**config.mk**
```make
export PLATFORM = sky130hd
export DESIGN_NAME = activation_unit
export DESIGN_NICKNAME = d
export VERILOG_FILES = /design/src/rtl/activation_unit.sv
export SDC_FILE = /design/constraint.sdc
export NUM_CORES = 1
export LEC_CHECK = 0
export BUFFER_PORTS_ARGS = -buffer_cell sky130_fd_sc_hd__buf_2
export CAP_MARGIN = 0
export CELL_PAD_IN_SITES_DETAIL_PLACEMENT = 0
export CELL_PAD_IN_SITES_GLOBAL_PLACEMENT = 2
export CORE_UTILIZATION = 39
export CTS_CLUSTER_DIAMETER = 40
export DETAILED_ROUTE_END_ITERATION = 12
export GPL_TIMING_DRIVEN = 1
export PLACE_DENSITY = 0.92
export SYNTH_ARGS = -nofsm -noshare
export SYNTH_HDL_FRONTEND = slang
export SYNTH_SLANG_ARGS = --single-unit
```
**constraint.sdc**
```tcl
create_clock -name clk -period 14.9 [get_ports clk]
set_clock_uncertainty 0.1 [all_clocks]
set_input_delay 1.49 -clock clk [delete_from_list [all_inputs] [get_ports clk]]
set_output_delay 1.49 -clock clk [all_outputs]
set_load 0.01 [all_outputs]
```
**src/rtl/activation_unit.sv**
```systemverilog
// -----------------------------------------------------------------------------
// activation_unit
//
// Purpose:
//   Requantizes a stream of signed accumulator partial sums into 8-bit
//   activations. Each beat has a per-channel bias added, is rounded (half up)
//   and arithmetically right-shifted, and is then clamped. With ReLU enabled
//   the output is an unsigned byte in [0, 255]. With ReLU disabled it is a
//   signed byte in [-128, 127]. Each beat also gets a buffer address,
//   base + in-frame index, which wraps modulo 1024.
//
//   Beats are grouped into frames, and psum_last_i closes a frame. The
//   bias/shift/relu/base configuration is captured on the first beat of a
//   frame and held for the rest of that frame. There is no backpressure.
//   A beat's result appears exactly two cycles after the cycle in which the
//   beat was presented.
//
// Ports:
//   clk                  rising-edge clock
//   rst                  synchronous active-high reset
//   psum_valid_i         input beat qualifier
//   psum_i               signed partial sum (PSUM_W bits)
//   psum_last_i          last beat of a frame (valid with psum_valid_i)
//   bias_i               signed 16-bit per-channel bias
//   shift_i              unsigned requantization shift amount
//   relu_en_i            1: ReLU / unsigned byte, 0: signed byte
//   base_addr_i          address of the first beat of a frame
//   act_valid_o          output beat qualifier
//   act_result_o         requantized 8-bit activation
//   act_result_address_o buffer address of act_result_o
//   act_last_o           last beat of a frame (only with act_valid_o)
// -----------------------------------------------------------------------------
module activation_unit #(
  parameter int PSUM_W  = 32,
  parameter int SHIFT_W = 5
) (
  input  logic                     clk,
  input  logic                     rst,
  input  logic                     psum_valid_i,
  input  logic signed [PSUM_W-1:0] psum_i,
  input  logic                     psum_last_i,
  input  logic signed [15:0]       bias_i,
  input  logic [SHIFT_W-1:0]       shift_i,
  input  logic                     relu_en_i,
  input  logic [9:0]               base_addr_i,
  output logic                     act_valid_o,
  output logic [7:0]               act_result_o,
  output logic [9:0]               act_result_address_o,
  output logic                     act_last_o
);

  typedef enum logic {S_IDLE = 1'b0, S_BUSY = 1'b1} state_t;

  // Rounded value width: the sum needs PSUM_W+1 bits, and adding the rounding
  // constant can carry into one more bit.
  localparam int RW = PSUM_W + 2;

  localparam logic signed [RW-1:0] C_U8_MAX = RW'(255);
  localparam logic signed [RW-1:0] C_S8_MAX = RW'(127);
  localparam logic signed [RW-1:0] C_S8_MIN = RW'(-128);

  // Frame control and latched per-frame configuration
  state_t              r_state;
  logic signed [15:0]  r_bias;
  logic [SHIFT_W-1:0]  r_shift;
  logic                r_relu;
  logic [9:0]          r_base;
  logic [9:0]          r_idx;

  // Pipeline stage 1
  logic                r_s1_valid;
  logic signed [PSUM_W:0] r_s1_sum;
  logic [SHIFT_W-1:0]  r_s1_shift;
  logic                r_s1_relu;
  logic [9:0]          r_s1_addr;
  logic                r_s1_last;

  // Pipeline stage 2 (output registers)
  logic                r_act_valid;
  logic [7:0]          r_act_result;
  logic [9:0]          r_act_addr;
  logic                r_act_last;

  // Effective configuration for the beat on the inputs. In IDLE the incoming
  // beat opens a frame, so it uses the live inputs, which are latched on the
  // same edge. In BUSY the latched copy is used.
  logic                w_idle;
  logic signed [15:0]  w_bias;
  logic [SHIFT_W-1:0]  w_shift;
  logic                w_relu;
  logic [9:0]          w_base;
  logic [9:0]          w_idx;
  logic [9:0]          w_addr;
  logic signed [PSUM_W:0] w_sum;

  assign w_idle  = (r_state == S_IDLE);
  assign w_bias  = w_idle ? bias_i      : r_bias;
  assign w_shift = w_idle ? shift_i     : r_shift;
  assign w_relu  = w_idle ? relu_en_i   : r_relu;
  assign w_base  = w_idle ? base_addr_i : r_base;
  assign w_idx   = w_idle ? 10'd0       : r_idx;
  // The 10-bit add wraps from 1023 to 0 by design.
  assign w_addr  = w_base + w_idx;
  // Sign-extend both operands to PSUM_W+1 bits so the add cannot overflow.
  assign w_sum   = {psum_i[PSUM_W-1], psum_i} + {{(PSUM_W-15){w_bias[15]}}, w_bias};

  // Frame FSM, configuration latch and in-frame index
  // NOTE: sequential state is assigned with non-blocking (<=) so that every
  // register samples the pre-edge values, independent of statement order.
  always_ff @(posedge clk) begin
    if (rst) begin
      r_state <= S_IDLE;
      r_bias  <= '0;
      r_shift <= '0;
      r_relu  <= 1'b0;
      r_base  <= '0;
      r_idx   <= '0;
    end else if (psum_valid_i) begin
      if (w_idle) begin
        r_bias  <= bias_i;
        r_shift <= shift_i;
        r_relu  <= relu_en_i;
        r_base  <= base_addr_i;
      end
      if (psum_last_i) begin
        r_state <= S_IDLE;
        r_idx   <= '0;
      end else begin
        r_state <= S_BUSY;
        r_idx   <= w_idx + 10'd1;
      end
    end
  end

  // Stage 1: bias add and capture of the per-beat configuration
  always_ff @(posedge clk) begin
    if (rst) begin
      r_s1_valid <= 1'b0;
      r_s1_sum   <= '0;
      r_s1_shift <= '0;
      r_s1_relu  <= 1'b0;
      r_s1_addr  <= '0;
      r_s1_last  <= 1'b0;
    end else begin
      r_s1_valid <= psum_valid_i;
      if (psum_valid_i) begin
        r_s1_sum   <= w_sum;
        r_s1_shift <= w_shift;
        r_s1_relu  <= w_relu;
        r_s1_addr  <= w_addr;
        r_s1_last  <= psum_last_i;
      end
    end
  end

  // Stage 2 combinational part: round half up, shift, saturate
  logic signed [RW-1:0] w_ext;
  logic signed [RW-1:0] w_half;
  logic signed [RW-1:0] w_rnd;
  logic [7:0]           w_sat;

  assign w_ext = {r_s1_sum[PSUM_W], r_s1_sum};

  // NOTE: every signal assigned in always_comb gets a default first, so no
  // path through the block can leave it unassigned and infer a latch.
  always_comb begin
    w_half = '0;
    w_rnd  = w_ext;
    if (r_s1_shift != '0) begin
      w_half = RW'(1) <<< (r_s1_shift - SHIFT_W'(1));
      w_rnd  = (w_ext + w_half) >>> r_s1_shift;
    end
  end

  always_comb begin
    w_sat = w_rnd[7:0];
    if (r_s1_relu) begin
      if (w_rnd < 0)             w_sat = 8'd0;
      else if (w_rnd > C_U8_MAX) w_sat = 8'd255;
    end else begin
      if (w_rnd < C_S8_MIN)      w_sat = 8'h80;
      else if (w_rnd > C_S8_MAX) w_sat = 8'h7F;
    end
  end

  // Stage 2 registers. Result and address hold their value between beats.
  always_ff @(posedge clk) begin
    if (rst) begin
      r_act_valid  <= 1'b0;
      r_act_result <= '0;
      r_act_addr   <= '0;
      r_act_last   <= 1'b0;
    end else begin
      r_act_valid <= r_s1_valid;
      r_act_last  <= r_s1_valid & r_s1_last;
      if (r_s1_valid) begin
        r_act_result <= w_sat;
        r_act_addr   <= r_s1_addr;
      end
    end
  end

  // The qualifiers are also masked while rst is high. Otherwise the beat
  // already sitting in the output register during the reset cycle would be
  // presented even though the reset is dropping its frame.
  assign act_valid_o          = r_act_valid & ~rst;
  assign act_last_o           = r_act_last & ~rst;
  assign act_result_o         = r_act_result;
  assign act_result_address_o = r_act_addr;

endmodule

```
; ---- After elaboration in Yosys (flattened, before gate mapping)
; Index checks and enable logic that the tools add are counted.
[totals]
elab_cells = 45
out_inout_bits = 20
in_bits = 68
reg_bits = 108
[classes]
n_bitwise = 5
n_reduce_logical = 2
muxes = 13
n_shift = 2
addsub = 5
order_cmp = 4
[op_table]
columns = cell, n
row1 = $mux 8, 5
row2 = $add 33x34->34, 1
row3 = $gt 34x8->1 const B, 1
row4 = $gt 34x9->1 const B, 1
row5 = $lt 34x1->1 const B, 1
row6 = $lt 34x8->1 const B, 1
row7 = $mux 34, 1
row8 = $sshl 2x5->34 const A, 1
row9 = $sshr 34x5->34, 1
row10 = $add 32x16->33, 1
row11 = $mux 10, 3
row12 = $mux 16, 1
row13 = $add 10x1->10 const B, 1
row14 = $add 10x10->10, 1
row15 = $mux 5, 1
row16 = $reduce_bool 5->1, 1
row17 = $sub 5x1->5 const B, 1
row18 = $and 1x1->1, 3
row19 = $mux 1, 2
row20 = $not 1->1, 2
row21 = $reduce_and 2->1, 1

; ---- Longest topological paths before layout
[depth]
ltp_word = 9
depth_mapped = 24
depth_no_buf = 20

; ---- Worst setup path after synthesis
; Ideal clock, no wire load.
[synth_timing]
path_type = register to register
startpoint = register r_s1_shift[2]
endpoint = register r_act_result[6], in the netlist act_result_o[6]
arrival_time_ns = 5.384
path_stages_with_launch = 24
setup_slack_ns = 9.300
required_ns = 14.684
path_buffers = 6
synth_period_minus_slack_ns = 5.600
setup_time_ns = 0.116
cell_sequence = dfxtp_1 -> clkbuf_1 -> clkbuf_1 -> clkbuf_1 -> clkbuf_1 -> clkbuf_1 -> nand3_1 -> nor2_1 -> ha_1 -> buf_6 -> a21oi_1 -> o21ai_0 -> a221o_1 -> a2111o_1 -> a21oi_4 -> nor2_8 -> o22ai_4 -> or3_4 -> a32oi_2 -> mux4_2 -> nor4b_2 -> nand4_2 -> o21ai_1 -> and3b_1
[synth_via]
elab_chain_len = 9
word_cells_on_any_way = 15
cone_classes = add/sub: 2 / order compare: 4 / shift: 2 / mux: 6 / reduce/logical: 1
[synth_lines]
columns = item, line_no
row1 = from (decl), 73  ; logic [SHIFT_W-1:0] r_s1_shift;
row2 = from (signal assigned), 148  ; r_s1_shift <= w_shift;
row3 = $sub 5x1->5, 170  ; w_half = RW'(1) <<< (r_s1_shift - SHIFT_W'(1));
row4 = $sshl 2x5->34, 170
row5 = $add 33x34->34, 171  ; w_rnd = (w_ext + w_half) >>> r_s1_shift;
row6 = $sshr 34x5->34, 171
row7 = $mux 34 (*), 169  ; if (r_s1_shift != '0) begin
row8 = $gt 34x8->1 / $gt 34x9->1 (equally long branches), "182, 179"
row9 = $mux 8 (on tied branches), "182, 179"
row10 = $mux 8 (on tied branches), "181, 178"
row11 = $mux 8 (*), 177  ; if (r_s1_relu) begin
row12 = to (signal assigned), 197  ; r_act_result <= w_sat;
row13 = to (decl), 80  ; logic [7:0] r_act_result;
; Mark *: on every way between the ends. The rest lies on a longest branch, timed or not.
; A chain may end at the register's enable or synchronous reset.

; ---- Worst setup path after layout
[layout_timing]
startpoint = register r_s1_shift[0]
endpoint = register r_act_result[1], in the netlist act_result_o[1]
; Same word-level chain as after synthesis.

==> impl_metrics.tcl <==
set metrics [dict create \
    fin_ws_ns 8.10 \
    route.detailed.drc 0 \
    die-area_um2 30700 \
    yosysTopAreaCell "dfxtp_1" \
    grt_pass1_vias 11200 \
    dr.pass1.iters 5 \
    ir_drop_mv 0.0621 \
    crit_type "flip-flop to flip-flop" \
    period_minus_slack_ns 6.80 \
    cts_max_path_buffers 2 \
    die_w_um 175 \
    cp_data_arrival_time_ns 6.94 \
    antenna_found_initial 2 \
    nets 1733 \
    synth_ff_type "dfxtp_1" \
    max_freq_ghz 0.147 \
    ios 88 \
    power.density_nw_per_um2 80.9 \
    setup_violations 0 \
    wl_per_cell_um 20.7 \
    core_um2 29600 \
    status "complete, no violations" \
    ctsHtreeMaxLevel 3 \
    clock-sinks 108 \
    clk_pin_slew_ns 0.07 \
    min_path_cells 2 \
    rows 63 \
    synth_cells 1569 \
    hp-start "r_bias[9]" \
    start_util 0.396 \
    place_ws_ns 8.28 \
    grt_overflow_total 0 \
    antenna_left 0 \
    postSynth.asyncResetShare 0 \
    cts_setup_buffers 0 \
    yosysWarnings 0 \
    rrSetupSlack_ns 8.10 \
    insertion_delay_ns 0.36 \
    syn_to_final_growth_pct 8.10 \
    route.met3.wl_um 2880 \
    finalMaxSlewViolations 0 \
    stdcell_count 1983 \
    cts_tree "built" \
    synth_cell_types 99 \
    ys_seq_area_frac 0.185 \
    cts_hold_buf 0 \
    vias_per_cell 6.13 \
    worstPathRequired_ns 15.03 \
    r2r-start "r_s1_shift[0]" \
    grtUsageTotal 0.262 \
    syn_nets 1714 \
    max_slew_margin 0.109 \
    die_h_um 175 \
    wl_um 41000 \
    cts_resized 0 \
    cts_made_buffers 9 \
    finalWeightedCongestion 1.02 \
    syn_area_um2 11700 \
    critPathMaxFanout 39 \
    ff2ff_path_depth 20 \
    cap_violations 0 \
    power.leakage_nw 5.14 \
    final_layout_size_suffix_gt1_frac 0.138 \
    r2r-end "act_result_o[1]" \
    highest_layer "met5" \
    cp-end-kind "flip-flop" \
    hold-path-endpoint "r_bias[9]" \
    grt_max_degree 75 \
    synth_edf_count 0 \
    clock_tree.root_cell "clkbuf_16" \
    synth.top_cell.area_share 0.185 \
    drt-met1-wl_um 18600 \
    drt-initial-drc-count 1091 \
    ys_top_cells_by_area "dfxtp_1, ha_1, a21oi_1" \
    port_buffers 87 \
    min_period_over_period 0.457 \
    synth-seq-cells 108 \
    placed_area_um2 12400 \
    crit_path_start_kind "flip-flop" \
    fin_area_um2 12700 \
    hold_violations 0 \
    route.met2.wl_um 18000 \
    tns_ns 0 \
    num_vias 12200 \
    holdCritPathClass "flip-flop to flip-flop" \
    dpl.cell_count 1967 \
    place_hpwl_um 31400 \
    syn_area_per_cell_um2 7.46 \
    max_slew.worst_pin.slew_ns 1.30 \
    grt_pass1_wl_um 63000 \
    rsz0062_at_grt "false" \
]
## cells in the final DEF (no fill, tap or decap), drive strengths merged, types with 11 or more instances in the layout
cell,n
mux2i,52
o22ai,17
ha,74
o21a,16
nand2b,12
nor2b,18
o21ai,82
nor2,190
and2,14
or3,13
dfxtp,108
mux4,16
o211ai,20
buf,108
nand3,41
inv,39
nor3,44
a21o,21
a21oi,152
nand4,22
mux2,31
xor2,19
nand2,187
and3,19
o31ai,11
a211oi,15
xnor2,39
a31oi,16
## power breakdown
part	leakage [nW]	switching, mW	internal, mW
registers	0.887	0.0299	0.310
logic	4.12	0.275	0.173
clock network	0.135	0.115	0.120
## cell type report
class / instances / area, µm²
Sequential cell: 108 / 2160
Tap cell: 390 / 488
Clock inverter: 5 / 46.3
Fill cell: 3099 / 16900
Multi-Input combinational cell: 1322 / 8980
Clock buffer: 10 / 239
Timing Repair Buffer: 108 / 592
Antenna cell: 1 / 2.50
Inverter: 39 / 146
## stage by stage
stage	power, mW	hold WS, ns	utilization
6_report	1.02	0.354	0.428
5_1_grt	1.08	0.373	0.428
4_1_cts	1.02	0.357	0.428
3_5_place_dp	0.785	0.346	0.418
3_3_place_gp	0.784	0.337	0.418
2_1_floorplan	0.658	0.329	-
## logic make-up after synthesis
kind of cell	count (synthesis)	synth area share
AO/OA/AOI/OAI	481	0.284
adder cells (fa/ha/maj)	77	0.0842
multiplexers	99	0.105
XOR/XNOR	58	0.0440
flip-flops	108	0.185
buffers and inverters	139	0.0485
AND/OR/NAND/NOR	607	0.249
## cells in the mapped netlist, drive strengths merged, types with 9 or more instances
| cell | count |
|---|---|
| nand3 | 41 |
| nand2b | 12 |
| a2111oi | 10 |
| buf | 33 |
| and3 | 19 |
| ha | 74 |
| o221ai | 10 |
| or3 | 13 |
| a21o | 21 |
| mux2i | 52 |
| clkbuf | 67 |
| o21a | 16 |
| a211oi | 15 |
| a311oi | 9 |
| o21ai | 82 |
| nand2 | 187 |
| dfxtp | 108 |
| nor2 | 190 |
| nor3 | 44 |
| a31oi | 16 |
| nor2b | 18 |
| xnor2 | 39 |
| a21oi | 152 |
| o22ai | 17 |
| mux4 | 16 |
| xor2 | 19 |
| o211ai | 20 |
| nand4 | 22 |
| inv | 37 |
| mux2 | 31 |
| o31ai | 11 |
| and2 | 14 |
## layer usage
metal  up-vias  GRT usage
li1       5877          -
met1      5731      0.357
met4         2      0.108
met2       463      0.413
met3        86     0.0355
met5         -          0
## flip-flops by register name (all words and copies together), names as in the netlist
register              cells
r_act_last                1
r_base                   10
r_state                   1
act_result_o              8
r_s1_last                 1
r_act_valid               1
r_s1_sum                 33
r_idx                    10
r_s1_valid                1
act_result_address_o     10
r_s1_addr                10
r_s1_shift                5
r_s1_relu                 1
r_bias                   16
## critical path: stages, from the launching register on
cell	delay, ns
dfxtp_1	0.31
buf_4	0.41
inv_2	0.04
buf_4	0.27
nand2_1	0.59
nor2_1	0.19
fa_1	0.50
a211oi_2	0.35
o211ai_2	0.20
and3_1	0.27
o2111ai_1	0.53
and4_1	0.35
nor4_1	0.09
nor4_1	0.77
or2_1	0.24
o21a_1	0.16
a21oi_1	0.10
nor4_2	0.67
nand4_1	0.17
o21ai_1	0.22
nor4b_2	0.07
## how the worst max path moves through the flow
stage	endpoint	from	slack, ns
floorplan	act_result_o[6]	r_s1_shift[2]	9.30
global placement	act_result_o[0]	r_s1_shift[0]	8.04
detailed placement	act_result_o[0]	r_s1_shift[0]	8.28
CTS	act_result_o[0]	r_s1_shift[0]	8.27
global route	act_result_o[2]	r_s1_shift[0]	7.78
finish	act_result_o[1]	r_s1_shift[0]	8.10
Note: power is estimated with default switching activity, not from simulation.
